**config.mk**
```make
export PLATFORM = sky130hd
export DESIGN_NAME = icache_refill
export DESIGN_NICKNAME = d
export VERILOG_FILES = /design/src/rtl/icache_pkg.sv /design/src/rtl/refill_line_buffer.sv /design/src/rtl/icache_refill.sv
export SDC_FILE = /design/constraint.sdc
export NUM_CORES = 1
export LEC_CHECK = 0
export CAP_MARGIN = 20
export CORE_MARGIN = 2
export CORE_UTILIZATION = 55
export CTS_CLUSTER_DIAMETER = 50
export DETAILED_ROUTE_END_ITERATION = 12
export PLACE_DENSITY = 0.79
export SLEW_MARGIN = 20
export SYNTH_ARGS = -nofsm -noshare
export SYNTH_HDL_FRONTEND = slang
export SYNTH_SLANG_ARGS = --single-unit
```
**constraint.sdc**
```tcl
create_clock -name clkIn -period 4 [get_ports clkIn]
set_clock_uncertainty 0.15 [all_clocks]
set_input_delay 0.8 -clock clkIn [delete_from_list [all_inputs] [get_ports clkIn]]
set_output_delay 0.8 -clock clkIn [all_outputs]
set_load 0.01 [all_outputs]
```
**src/rtl/icache_pkg.sv**
```systemverilog
// Shared constants and types for the instruction-cache miss refill path.
package icache_pkg;

    localparam int BLOCK_WIDTH = 4;
    localparam int BLOCK_SIZE  = 2 ** BLOCK_WIDTH;
    localparam int LINE_BITS   = BLOCK_SIZE * 8;
    localparam int CNT_WIDTH   = BLOCK_WIDTH + 1;

    typedef enum logic [2:0] {
        ST_IDLE   = 3'd0,
        ST_REQ    = 3'd1,
        ST_FETCH  = 3'd2,
        ST_DONE   = 3'd3,
        ST_SETTLE = 3'd4
    } refill_state_t;

    typedef logic [LINE_BITS-1:0] line_t;

endpackage

```
**src/rtl/refill_line_buffer.sv**
```systemverilog
// Line assembly register: one byte written per enabled cycle, cleared when a refill starts.
// line_next_o exposes the value the register takes at the next edge so the final byte can be forwarded.
module refill_line_buffer
    import icache_pkg::*;
(
    input  logic                   clk_i,
    input  logic                   rst_n_i,
    input  logic                   en_i,
    input  logic                   clear_i,
    input  logic                   wr_en_i,
    input  logic [BLOCK_WIDTH-1:0] wr_idx_i,
    input  logic [7:0]             wr_byte_i,
    output logic [LINE_BITS-1:0]   line_o,
    output logic [LINE_BITS-1:0]   line_next_o
);

    line_t line_q;
    line_t line_d;

    // Next line value: clear on start, otherwise drop the byte into its lane.
    always_comb begin
        line_d = line_q;
        if (en_i) begin
            if (clear_i) begin
                line_d = '0;
            end else if (wr_en_i) begin
                line_d[{wr_idx_i, 3'b000} +: 8] = wr_byte_i;
            end else begin
                line_d = line_q;
            end
        end else begin
            line_d = line_q;
        end
    end

    // Line storage register.
    always_ff @(posedge clk_i or negedge rst_n_i) begin
        if (!rst_n_i) begin
            line_q <= '0;
        end else begin
            line_q <= line_d;
        end
    end

    assign line_o      = line_q;
    assign line_next_o = line_d;

endmodule

```
**src/rtl/icache_refill.sv**
```systemverilog
// Instruction-cache miss refill controller: arbitrates for RAM, streams a 16-byte line in byte by byte
// and delivers it as a single fill pulse. Define ICACHE_PREFETCH_EN to add a next-line prefetch.
module icache_refill
    import icache_pkg::*;
(
    input  logic                   clkIn,
    input  logic                   resetIn,
    input  logic                   readyIn,
    input  logic                   flushIn,
    input  logic                   missIn,
    input  logic [31:BLOCK_WIDTH]  missAddrIn,
    output logic                   reqOut,
    input  logic                   grantIn,
    output logic [31:0]            ramAddrOut,
    input  logic [7:0]             ramDataIn,
    output logic                   memDataValid,
    output logic [31:BLOCK_WIDTH]  memAddr,
    output logic [LINE_BITS-1:0]   memDataIn
);

    localparam logic [CNT_WIDTH-1:0] CNT_FULL = CNT_WIDTH'(BLOCK_SIZE);
    localparam logic [CNT_WIDTH-1:0] CNT_ONE  = CNT_WIDTH'(1);

    refill_state_t          state_q, state_d;
    logic [31:BLOCK_WIDTH]  blk_addr_q, blk_addr_d;
    logic [CNT_WIDTH-1:0]   iss_q, iss_d;
    logic [CNT_WIDTH-1:0]   rcv_q, rcv_d;
    logic                   req_q, req_d;
    logic [31:0]            ram_addr_q, ram_addr_d;
    logic                   mem_valid_q, mem_valid_d;
    logic [31:BLOCK_WIDTH]  mem_addr_q, mem_addr_d;
    line_t                  mem_data_q, mem_data_d;
    logic                   held_q, held_d;
    logic [7:0]             hold_byte_q, hold_byte_d;
`ifdef ICACHE_PREFETCH_EN
    logic                   prefetch_q, prefetch_d;
`endif

    logic                   capture_s;
    logic                   buf_clear_s;
    logic                   buf_wr_s;
    logic [7:0]             buf_byte_s;
    line_t                  line_s;
    line_t                  line_next_s;

    refill_line_buffer u_line_buf (
        .clk_i       (clkIn),
        .rst_n_i     (resetIn),
        .en_i        (readyIn),
        .clear_i     (buf_clear_s),
        .wr_en_i     (buf_wr_s),
        .wr_idx_i    (rcv_q[BLOCK_WIDTH-1:0]),
        .wr_byte_i   (buf_byte_s),
        .line_o      (line_s),
        .line_next_o (line_next_s)
    );

    // Refill FSM, counters and output next-state.
    always_comb begin
        state_d     = state_q;
        blk_addr_d  = blk_addr_q;
        iss_d       = iss_q;
        rcv_d       = rcv_q;
        req_d       = req_q;
        ram_addr_d  = ram_addr_q;
        mem_valid_d = mem_valid_q;
        mem_addr_d  = mem_addr_q;
        mem_data_d  = mem_data_q;
        held_d      = held_q;
        hold_byte_d = hold_byte_q;
`ifdef ICACHE_PREFETCH_EN
        prefetch_d  = prefetch_q;
`endif
        buf_clear_s = 1'b0;
        buf_wr_s    = 1'b0;
        buf_byte_s  = held_q ? hold_byte_q : ramDataIn;
        capture_s   = (state_q == ST_FETCH) && (iss_q > rcv_q);

        if (readyIn) begin
            held_d = 1'b0;
            case (state_q)
                ST_IDLE: begin
                    if (missIn && !flushIn) begin
                        blk_addr_d = missAddrIn;
                        req_d      = 1'b1;
                        state_d    = ST_REQ;
                    end else begin
                        state_d = ST_IDLE;
                    end
                end
                ST_REQ: begin
                    if (flushIn) begin
                        req_d   = 1'b0;
                        state_d = ST_IDLE;
                    end else if (grantIn) begin
                        iss_d       = '0;
                        rcv_d       = '0;
                        buf_clear_s = 1'b1;
                        state_d     = ST_FETCH;
                    end else begin
                        state_d = ST_REQ;
                    end
                end
                ST_FETCH: begin
                    if (flushIn) begin
                        req_d   = 1'b0;
                        iss_d   = '0;
                        rcv_d   = '0;
                        state_d = ST_IDLE;
                    end else begin
                        if (iss_q < CNT_FULL) begin
                            iss_d = iss_q + CNT_ONE;
                        end else begin
`ifdef ICACHE_PREFETCH_EN
                            // A demand refill keeps the grant so the prefetch needs no re-arbitration.
                            req_d = !prefetch_q;
`else
                            req_d = 1'b0;
`endif
                        end
                        if (capture_s) begin
                            buf_wr_s = 1'b1;
                            rcv_d    = rcv_q + CNT_ONE;
                        end else begin
                            rcv_d = rcv_q;
                        end
                        if (rcv_d == CNT_FULL) begin
                            mem_addr_d = blk_addr_q;
                            mem_data_d = line_next_s;
                            state_d    = ST_DONE;
                        end else begin
                            state_d = ST_FETCH;
                        end
                    end
                end
                ST_DONE: begin
`ifdef ICACHE_PREFETCH_EN
                    if (!prefetch_q && !flushIn) begin
                        blk_addr_d  = blk_addr_q + (32-BLOCK_WIDTH)'(1);
                        iss_d       = '0;
                        rcv_d       = '0;
                        buf_clear_s = 1'b1;
                        prefetch_d  = 1'b1;
                        state_d     = ST_FETCH;
                    end else begin
                        req_d   = 1'b0;
                        state_d = ST_SETTLE;
                    end
`else
                    state_d = ST_SETTLE;
`endif
                end
                ST_SETTLE: begin
                    // Skipping a cycle lets the cache drop its now-stale miss.
                    state_d = ST_IDLE;
                end
                default: begin
                    req_d   = 1'b0;
                    state_d = ST_IDLE;
                end
            endcase

            if ((state_d == ST_FETCH) && (iss_d < CNT_FULL)) begin
                ram_addr_d = {blk_addr_d, iss_d[BLOCK_WIDTH-1:0]};
            end else begin
                ram_addr_d = ram_addr_q;
            end
            mem_valid_d = (state_d == ST_DONE);
`ifdef ICACHE_PREFETCH_EN
            if ((state_d != ST_FETCH) && (state_d != ST_DONE)) begin
                prefetch_d = 1'b0;
            end else begin
                prefetch_d = prefetch_d;
            end
`endif
        end else begin
            // The RAM byte due in a frozen cycle is parked until the next enabled cycle.
            if (capture_s && !held_q) begin
                held_d      = 1'b1;
                hold_byte_d = ramDataIn;
            end else begin
                held_d = held_q;
            end
        end
    end

    // State, counters and registered outputs.
    always_ff @(posedge clkIn or negedge resetIn) begin
        if (!resetIn) begin
            state_q     <= ST_IDLE;
            blk_addr_q  <= '0;
            iss_q       <= '0;
            rcv_q       <= '0;
            req_q       <= 1'b0;
            ram_addr_q  <= '0;
            mem_valid_q <= 1'b0;
            mem_addr_q  <= '0;
            mem_data_q  <= '0;
            held_q      <= 1'b0;
            hold_byte_q <= '0;
        end else begin
            state_q     <= state_d;
            blk_addr_q  <= blk_addr_d;
            iss_q       <= iss_d;
            rcv_q       <= rcv_d;
            req_q       <= req_d;
            ram_addr_q  <= ram_addr_d;
            mem_valid_q <= mem_valid_d;
            mem_addr_q  <= mem_addr_d;
            mem_data_q  <= mem_data_d;
            held_q      <= held_d;
            hold_byte_q <= hold_byte_d;
        end
    end

`ifdef ICACHE_PREFETCH_EN
    // Marks the refill in flight as the speculative next line.
    always_ff @(posedge clkIn or negedge resetIn) begin
        if (!resetIn) begin
            prefetch_q <= 1'b0;
        end else begin
            prefetch_q <= prefetch_d;
        end
    end
`endif

    assign reqOut       = req_q;
    assign ramAddrOut   = ram_addr_q;
    assign memDataValid = mem_valid_q;
    assign memAddr      = mem_addr_q;
    assign memDataIn    = mem_data_q;

endmodule

```
=== Word level (Yosys, flattened, before mapping) ===
Cells that the tools add are included.

* Muxes and demuxes: 43
* Reduce and logical (&&, ||, !) cells: 15
* Add/sub/neg operators: 3
* Magnitude comparators: 3
* Shift-type cells: 2
* Eq/ne operators: 12
* Bitwise operators: 3

{| class="wikitable"
|+ Operators with widths
! cell !! count
|-
| 128-bit 2-to-1 mux || 3
|-
| 128-bit bitwise mux || 1
|-
| 8-bit by 9-bit variable shift with 128-bit output, first input constant || 1
|-
| 8-bit by 9-bit variable part select with 128-bit output || 1
|-
| 5-bit 2-to-1 mux || 12
|-
| 28-bit 2-to-1 mux || 2
|-
| 5-bit one-hot mux with 2 select lines || 2
|-
| 1-bit 2-to-1 mux || 16
|-
| 3-bit by 2-bit equality test with 1-bit output, second input constant || 4
|-
| 3-bit one-hot mux with 4 select lines || 1
|-
| 5-bit by 1-bit adder with 5-bit output, second input constant || 2
|-
| 5-bit less-than comparator, second input constant || 2
|-
| 7-bit negation with 9-bit output || 1
|-
| 8-bit 2-to-1 mux || 1
|-
| 2-bit inequality test, second input constant || 4
|-
| 4-bit AND reduction || 2
|-
| 2-bit 2-to-1 mux || 3
|-
| 5-bit equality test, second input constant || 1
|-
| 5-bit > comparator || 1
|-
| 5-bit AND reduction || 1
|-
| 1-bit logical AND || 4
|-
| 1-bit one-hot mux with 4 select lines || 1
|-
| 2-bit AND reduction || 2
|-
| 2-bit nonzero test || 2
|-
| other kinds (8) || 11
|}

* Logic and storage cells: 93
* Flip-flop bits (word level): 368
* Input bits: 42
* Output and inout port bits: 190

=== Depth between registers and ports, before layout ===
Gate-level depths: netlist of run 1.

* Depth after elaboration: 14
* Gate-level depth with buffers: 14
* Depth with buffers taken out: 8

=== Cells and area by module ===
From an unflattened synthesis of run 1, not the netlist that was laid out.

* Cell total of the unflattened synthesis: 1232
* Area, all modules: 15909.0 um^2

{| class="wikitable"
|+ By module, submodules not included
! module !! area each (um^2) !! seq. area each (um^2) !! times used !! cells each
|-
| icache_refill || 10023.4 || 6005.8 || 1 || 715
|-
| refill_line_buffer || 5885.6 || 3203.1 || 1 || 517
|}

=== Least setup slack after synthesis of run 1 ===
No wires, ideal clock.

* Path type: flip-flop to flip-flop
* From: register rcv_q[1]
* To: register mem_data_q[101] (netlist: memDataIn[101])
* Buffers on the path: 3
* Required time: 3.725 ns
* Stages on the path, launching flop included: 12
* Setup slack: 0.861 ns
* Arrival: 2.864 ns
* Period minus slack after synthesis: 3.139 ns
* Cell sequence: dfrtp_1 buf_2 inv_1 ha_1 nand2b_1 a211o_1 buf_6 a21o_1 buf_4 nor4b_4 mux2_2 mux2_2

* Longest elaborated chain between the ends: 9
* Elaborated cells on any way between the ends: 20

{| class="wikitable"
|+ RTL lines
! item !! RTL line !! source
|-
| start, declared || icache_refill.sv:27 || <nowiki>logic [CNT_WIDTH-1:0] rcv_q, rcv_d;</nowiki>
|-
| start signal, assigned || icache_refill.sv:205 || <nowiki>rcv_q <= rcv_d;</nowiki>
|-
| parallel branches: the longest is 9 deep, another holds 7-bit negation with 9-bit output || n/a ||
|-
| end signal, assigned || icache_refill.sv:210 || <nowiki>mem_data_q <= mem_data_d;</nowiki>
|-
| end, declared || icache_refill.sv:32 || <nowiki>line_t mem_data_q, mem_data_d;</nowiki>
|}

Parallel ways; which one is timed is not known. The select of a mux whose other input is x is not followed.
A chain may end at the register's enable or synchronous reset.

=== Worst setup path after layout of run 1 ===
* From: register rcv_q[1]
* To: register mem_data_q[108] (netlist: memDataIn[108])

The elaborated chain is that of the path after synthesis.

==> key figures, run 1 <==
Cells and area
  • Final Instance Area: 20940 um2
  • # fillers: 2082
  • Most frequent cells in the layout: dfrtp_1, clkdlybuf4s50_1, mux2_2, o21ai_0, mux2i_1
  • Nets: 1584
  • Inserted Diodes: 0
  • Area grow syn2layout: 25.79%
  • Most common cell after layout, fill and taps aside: dfrtp_1
  • Share of cells above drive strength 1: 23.77%

Floorplanning
  • Core area: 29720 um2
  • Die area: 31670 um2
  • Die W: 178.0 um
  • Die height: 178.0 um
  • Top Ports: 232
  • Row Count: 63
  • Initial Util: 56.01%

Yosys
  • Mapped Cells: 1301
  • Post-synth top area share: 55.32%
  • Synth Register Bits: 368
  • Yosys cell types: 70
  • Register area share after synthesis: 55.32%
  • Top cells by area, synth: dfrtp_1, mux2_2, mux2i_1, o21ai_0, o2bb2ai_1
  • Synth area leader: dfrtp_1
  • Top_reg_cell synth: dfrtp_1
  • Syn Area/Cell: 12.79 um2
  • Yosys warnings: 0
  • Syn_nets: 1351
  • Asr flop ratio synth: 100.0%
  • Post-synth EDFFs: 0
  • Post-Syn Area: 16650 um2

Detailed routing
  • Detailed Route WL: 42690 um
  • Pre-antenna DRT Iters: 5
  • First DRT Iteration DRCs: 1175
  • DRC viols: 0
  • Via/cell ratio: 6.049
  • Final ANT Viol Nets: 0
  • Via count: 11830
  • Drt wl/cell: 21.84 um

Placed design
  • Placer congestion estimate: 0.9328
  • PortBufs: 231
  • Placement Cell Area: 19520 um2
  • Setup WS pre-CTS: 75.57 ps
  • Detailed placement HPWL: 28340 um

Timing
  • Fin. Hold Viols: 0
  • Worst-Margin Slew: 1145 ps
  • Tcrit/Tclk final: 94.31%
  • RSZ-0062 raised after global routing: false
  • # setup viols final: 0
  • FMAX: 0.2651 GHz
  • Final WS setup: 227.8 ps
  • Setup TNS: 0 ps
  • Tmin final: 3772 ps
  • Slew headroom: 23.38%
  • Slew Viols, Final: 0

Pwr
  • Total Power: 10.16 mW
  • P_leak: 9.396 nW
  • Worst IR drop on VDD: 0.4477 mV
  • P per Cell Area: 485.0 nW/um2

Worst setup path
  • Critical path endpoint category: flop
  • CP bufs+invs: 1
  • Worst Setup Start Kind: flop
  • Crit path max-delay family: simple AND/OR/NAND/NOR gates
  • Worst r2r src: rcv_q[1]
  • Required time worst endpoint: 4260 ps
  • CP cell instances: inv_1, ha_1, nand3_1, nor2_1, a21o_1, or3_1, mux2_2, mux2_2
  • R2R Setup Slk: 230 ps
  • Worst R2R End: memDataIn[108]
  • Crit Path Class: reg -> reg
  • Most used cell, CP: mux2_2
  • Crit-path max FO: 17
  • Slowest cell on the critical path: or3_1
  • CP max stage delay: 640 ps
  • WP data arrival: 4030 ps
  • R2r worst-path depth: 8

Global routing
  • Antenna violations before repair: 0
  • Largest net degree at the start of global routing: 116
  • Overflow after GRT: 0
  • Via count of the first global-routing pass: 11900
  • Gr usage total: 27.34%
  • First-pass GRT wire length: 67460 um

Clock tree
  • Number of hold buffers added after CTS: 0
  • Max H-tree Level: 2
  • Num CTS Buffers: 39
  • Post-CTS resize count: 0
  • Worst skew pair latency: 540 ps
  • CTS Buffer Depth: 3
  • Post-CTS Setup Repair Bufs: 0
  • Clk root buf: clkbuf_16
  • CTS tree: built
  • Clk sinks: 368
  • Clk slew on worst S/H paths: 60 ps

Min path
  • Hold Path Class: in -> async

Status
  • Status: completed

Job
  • MaxCap Viol Count: 0
==> how the worst max path moves through the flow <==
| stage | depth (start not counted) | from | slack [ps] | to |
|---|---|---|---|---|
| after floorplan | 11 | rcv_q[1] | 860 | memDataIn[101] |
| after global placement | 6 | flushIn | 180 | memDataIn[111] |
| after detailed placement | 6 | flushIn | 80 | memDataIn[111] |
| after CTS | 8 | rcv_q[1] | 280 | memDataIn[105] |
| after global routing | 8 | rcv_q[1] | 90 | memDataIn[108] |
| final | 8 | rcv_q[1] | 230 | memDataIn[108] |
==> worst register-to-register path, cell delays in order, from the launching register on <==
cell and delay [ps]:
dfrtp_1 540, inv_1 200, ha_1 340, nand3_1 70
nor2_1 600, a21o_1 450, or3_1 640, mux2_2 420
mux2_2 250
==> final cells by class <==
cell class              count  area [um2]  share of cell area (%)
well taps                 390       488.0                   2.330
clock inverters            22       325.3                   1.554
inverters                  14       52.55                  0.2510
repair buffers            287        2825                   13.49
clock buffers              50        1089                   5.199
multi-input cells         824        6950                   33.19
flip-flops and latches    368        9209                   43.98
==> state kept, by name, indices dropped and copies added (netlist names) <==
signal             count
memDataIn            128
u_line_buf.line_o    128
ramAddrOut            32
blk_addr_q            28
memAddr               28
hold_byte_q            8
iss_q                  5
rcv_q                  5
state_q                3
held_q                 1
memDataValid           1
reqOut                 1
==> report_power, final <==
group	switching (mW)	internal, mW	leakage [nW]	total (mW)
Clock	1.53	2.40	0.676	3.93
Sequential	0.252	4.05	5.00	4.30
Combinational	1.06	0.865	3.72	1.93
==> layer usage <==
metal / global-route usage [%] / vias to the layer above / wire, um
li1: - / 5265 / -
met1: 39.51 / 6031 / 18890
met2: 42.52 / 457 / 19700
met3: 5.499 / 73 / 3159
met4: 7.138 / 0 / 942
met5: 0 / - / 0
==> stage by stage <==
stage | hold slack, ps | utilization (%) | instances
CTS | 248.3 | 70.45 | 1955
finish | 189.5 | 70.46 | 1955
global placement | 306.2 | 65.69 | 1883
detailed placement | 314.2 | 65.69 | 1883
floorplan | 291.8 | - | 1301
global route | 269.5 | 70.46 | 1955
==> cell usage after synthesis (5+ instances only) <==
library cell  number
a21o_1            15
nand4_1            5
inv_1             14
mux2_2           221
clkbuf_1          50
buf_6              8
nand3_1           11
nand2_1           55
buf_2             25
o21ai_0          147
ha_1               8
nor3_1             7
buf_4              8
o2bb2ai_1         58
o21ai_1            7
or3_1              6
nor2_1            31
and3_1             7
a21oi_1           12
a22o_1            45
mux2_1            36
nand2b_1           6
dfrtp_1          368
mux2i_1           77
==> logic make-up (layout without fill, tap and decap cells) <==
logic type / count (synthesis) / after routing / share of synthesized area (%)
simple gates: 163 / 163 / 5.623
xor+xnor: 2 / 2 / 0.1053
compound gates: 316 / 316 / 13.06
fa+ha+maj: 8 / 8 / 0.6013
mux: 335 / 335 / 22.11
flops: 368 / 368 / 55.32
buf+inv: 109 / 373 / 3.187
Power figures use the tool's default switching activity.
==> inputs of run 2 (changes only) <==
- CORE_ASPECT_RATIO: unset -> 0.6
==> run 2 against run 1 <==
Sequential share of layout area up 0.17 points. Core utilization fell by 0.60 points. Maximum frequency shrank 0.97%. Sequential power about the same. Power shrank 3.2%. Non-clock buffer count is 7 higher. Hold slack got worse by 160 ps. Final cell count grew 1.1%. Critical path depth grew 2. Wire length increased by 5.0%. Sequential cell count did not move.
==> key figures, run 2 (synthesized netlist as in run 1, its figures left out) <==
Global routing
  • Gr usage total: 28.52%
  • First-pass GRT wire length: 71210 um
  • Via count of the first global-routing pass: 12190
  • Largest net degree at the start of global routing: 122
  • Antenna violations before repair: 0
  • Overflow after GRT: 0

Placed design
  • Detailed placement HPWL: 30190 um
  • Placer congestion estimate: 0.9134
  • PortBufs: 231

Clock tree
  • Worst skew pair latency: 540 ps
  • Clk root buf: clkbuf_16
  • Max H-tree Level: 2
  • Post-CTS resize count: 0
  • Number of hold buffers added after CTS: 0
  • CTS Buffer Depth: 3
  • CTS tree: built
  • Clk sinks: 368
  • Clk slew on worst S/H paths: 70 ps
  • Num CTS Buffers: 37
  • Post-CTS Setup Repair Bufs: 0

Floorplanning
  • Die area: 31720 um2
  • Top Ports: 232
  • Die height: 138.8 um
  • Row Count: 49
  • Core area: 29860 um2
  • Die W: 228.6 um
  • Initial Util: 55.75%

Timing
  • FMAX: 0.2625 GHz
  • Slew Viols, Final: 0
  • Fin. Hold Viols: 0
  • RSZ-0062 raised after global routing: false
  • Tmin final: 3809 ps
  • Worst-Margin Slew: 1119 ps
  • Setup TNS: 0 ps
  • Slew headroom: 25.11%
  • # setup viols final: 0
  • Tcrit/Tclk final: 95.23%

Worst setup path
  • Crit-path max FO: 17
  • Crit Path Class: reg -> reg
  • Critical path endpoint category: flop
  • CP max stage delay: 620 ps
  • Required time worst endpoint: 4320 ps
  • WP data arrival: 4130 ps
  • Slowest cell on the critical path: nor2_1
  • Most used cell, CP: buf_4
  • Worst Setup Start Kind: flop
  • CP cell instances: inv_1, ha_1, nand3_1, nor2_1, a21o_1, buf_4, nor3_4, buf_4, o21ai_1, a22o_1

Cells and area
  • Most common cell after layout, fill and taps aside: dfrtp_1
  • Share of cells above drive strength 1: 23.66%
  • # fillers: 2117
  • Area grow syn2layout: 25.31%
  • Inserted Diodes: 0
  • Most frequent cells in the layout: dfrtp_1, clkdlybuf4s50_1, mux2_2, o21ai_0, mux2i_1
  • Nets: 1589

Detailed routing
  • Via count: 11930
  • Detailed Route WL: 44820 um
  • Via/cell ratio: 6.036
  • Final ANT Viol Nets: 0
  • Drt wl/cell: 22.68 um
  • First DRT Iteration DRCs: 1058
  • DRC viols: 0
  • Pre-antenna DRT Iters: 5

Pwr
  • P per Cell Area: 471.3 nW/um2
  • Worst IR drop on VDD: 0.2402 mV
  • Total Power: 9.830 mW
  • P_leak: 9.367 nW

Status
  • Status: completed

Job
  • MaxCap Viol Count: 0

Min path
  • Hold Path Class: in -> async
run 2: metal layers:
layer  GRT usage (%)  vias to the layer above  part of all wire (%)
li1                -                     5263                     -
met1           42.81                     6100                    46
met2           42.14                      504                    44
met3           7.031                       60                   8.3
met4           6.295                        0                   1.5
met5               0                        -                     0
run 2: path summary, 6_finish.rpt:
| path | startpoint | to | slack, ps | depth (start not counted) |
|---|---|---|---|---|
| max | rcv_q[1] | u_line_buf.line_o[2] | 190 | 10 |
| min | resetIn | memAddr[27] | 30 | 1 |
| max reg2reg | rcv_q[1] | u_line_buf.line_o[2] | 190 | 10 |
| min reg2reg | u_line_buf.line_o[12] | u_line_buf.line_o[12] | 330 | 2 |
| max in group asynchronous | resetIn | rcv_q[2] | 2690 | 2 |
| min in group clkIn | u_line_buf.line_o[12] | u_line_buf.line_o[12] | 330 | 2 |
run 2: final cells by class:
class	count	area, um2	share of cell area [%]
clock inverter	13	156.4	0.7498
timing repair buffer	294	2890	13.86
tap	408	510.5	2.447
inverter	14	52.55	0.2519
sequential	368	9209	44.15
clock buffer	55	1086	5.207
multi-input combinational	824	6954	33.34
run 2: metrics by stage:
step                      cell area [um2]  cells  hold slack (ps)  util, %  worst slack (ps)
final                               20860   1976            30.54    69.86             190.8
after CTS                           20860   1976            26.25    69.85             288.4
after global placement              19610   1908            306.6    65.69             259.3
after detailed placement            19610   1908            317.8    65.69             227.4
after global routing                20860   1976            37.08    69.86             49.68
after floorplan                     16650   1301            291.8        -             861.3
run 2: worst max-delay path: cells and delay by family, from the launching register on:
kind	cells	cell delay [ps]
AO/OA/AOI/OAI	3	1280
flip-flops	1	530
buffers and inverters	3	690
AND/OR/NAND/NOR	3	750
adder cells (fa/ha/maj)	1	340
run 2: power by group:
part	switching (mW)	internal [mW]
clock network	1.49	2.09
logic	1.09	0.876
registers	0.230	4.05
total	2.81	7.02
==> inputs of run 3 (changes only) <==
- clock period: 4 -> 3.6 ns (I/O delays scaled with it)
==> run 3 against run 2 <==
Core utilization increased by 0.29 points. Hold slack got worse by 2.4 ps. Sequential power grew 11%. Combinational power rose by 12%. Register-to-register slack improved by 98 ps. Die area unchanged. Via count is 0.24% higher. Global-route usage decreased by 0.31 points. Power is 11% higher. Largest cell class unchanged. Largest power group unchanged.
==> key figures, run 3 (synthesized netlist as in run 1, its figures left out) <==
Worst setup path
  • Required time worst endpoint: 3870 ps
  • Critical path endpoint category: flop
  • Worst Setup Start Kind: flop
  • Crit Path Class: reg -> reg
  • R2r worst-path depth: 7
  • Crit-path max FO: 14
  • Worst r2r src: rcv_q[0]
  • WP data arrival: 3580 ps
  • Worst R2R End: memDataIn[71]
  • R2R Setup Slk: 290 ps

Cells and area
  • Most common cell after layout, fill and taps aside: dfrtp_1
  • Inserted Diodes: 0
  • Nets: 1602
  • Share of cells above drive strength 1: 24.49%
  • Most frequent cells in the layout: dfrtp_1, clkdlybuf4s50_1, mux2_2, o21ai_0, mux2i_1
  • Area grow syn2layout: 25.83%

Job
  • MaxCap Viol Count: 0

Floorplanning
  • Die height: 138.8 um
  • Die area: 31720 um2
  • Initial Util: 55.75%
  • Top Ports: 232
  • Row Count: 49
  • Die W: 228.6 um
  • Core area: 29860 um2

Clock tree
  • Clk slew on worst S/H paths: 60 ps
  • CTS Buffer Depth: 3
  • Post-CTS resize count: 0
  • Max H-tree Level: 2
  • Worst skew pair latency: 540 ps
  • Clk root buf: clkbuf_16
  • Clk sinks: 368
  • Number of hold buffers added after CTS: 0
  • CTS tree: built
  • Num CTS Buffers: 36
  • Post-CTS Setup Repair Bufs: 0

Detailed routing
  • First DRT Iteration DRCs: 1230
  • DRC viols: 0
  • Via count: 11960
  • Detailed Route WL: 44740 um
  • Via/cell ratio: 6.014
  • Drt wl/cell: 22.50 um
  • Final ANT Viol Nets: 0
  • Pre-antenna DRT Iters: 8

Global routing
  • Via count of the first global-routing pass: 12040
  • Overflow after GRT: 0
  • Antenna violations before repair: 0
  • First-pass GRT wire length: 70190 um
  • Gr usage total: 28.21%
  • Largest net degree at the start of global routing: 85

Min path
  • Hold Path Class: in -> async

Timing
  • WHS: 28.19 ps
  • Slew Viols, Final: 0
  • Fin. Hold Viols: 0
  • FMAX: 0.3020 GHz
  • RSZ-0062 raised after global routing: false
  • Setup TNS: 0 ps
  • Tcrit/Tclk final: 91.98%
  • Slew headroom: 33.93%
  • # setup viols final: 0
  • Worst-Margin Slew: 987.4 ps
  • Tmin final: 3311 ps

Placed design
  • PortBufs: 231
  • Detailed placement HPWL: 30660 um
  • Placer congestion estimate: 0.9446

Pwr
  • P per Cell Area: 518.6 nW/um2
  • Combinational power share: 20.3%
  • Switch share: 28.53%
  • Worst IR drop on VDD: 0.3907 mV
  • Switching power: 3.099 mW
  • Seq pwr share: 43.7%
  • Clock Power Share: 36.0%
  • Total Power: 10.86 mW
  • Internal: 7.764 mW
  • P_leak: 9.433 nW

Status
  • Status: completed
-- run 3: per-layer routing --
| metal | track usage (%) | vias up | part of all wire (%) |
|---|---|---|---|
| li1 | - | 5279 | - |
| met1 | 42.69 | 6137 | 46 |
| met2 | 41.96 | 475 | 45 |
| met3 | 5.818 | 65 | 7.6 |
| met4 | 6.708 | 0 | 1.7 |
| met5 | 0 | - | 0 |
-- run 3: worst max-delay path, cell delays in order (launching register included) --
cell	delay, ps
dfrtp_1	440
inv_1	160
ha_1	420
nand3b_1	160
o32ai_1	580
nand4_2	520
mux2_1	490
mux2_2	270
-- run 3: worst max path at each step --
stage / start / end / cells after the start
after floorplan: rcv_q[1] / memDataIn[101] / 11
after global placement: flushIn / memDataIn[35] / 9
after detailed placement: flushIn / memDataIn[22] / 9
after CTS: rcv_q[1] / memDataIn[22] / 9
after global routing: rcv_q[1] / memDataIn[39] / 9
final: rcv_q[0] / memDataIn[71] / 7
-- run 3: layout make-up --
type	instances	area, um2
Multi-Input combinational cell	824	6952
Inverter	14	52.55
Timing Repair Buffer	308	2995
Sequential cell	368	9209
Clock inverter	11	112.6
Tap cell	408	510.5
Fill cell	2117	8912
Clock buffer	55	1114
-- run 3: power by group through the flow --
stage	clock network, mW	logic, mW	registers [mW]
finish	3.91	2.21	4.75
global route	4.15	2.36	4.79
CTS	3.97	2.20	4.74
detailed placement	0	2.19	4.82
global placement	0	2.14	4.79
floorplan	0	1.12	4.84
-- run 3: metrics by stage --
step | area (um2) | cells | util, % | worst slack, ps
after floorplan | 16650 | 1301 | - | 461.3
after global placement | 19710 | 1921 | 66.02 | 104.3
after detailed placement | 19720 | 1922 | 66.04 | 77.41
after CTS | 20950 | 1988 | 70.15 | 380.3
after global routing | 20950 | 1988 | 70.15 | 155.9
final | 20950 | 1988 | 70.15 | 288.7
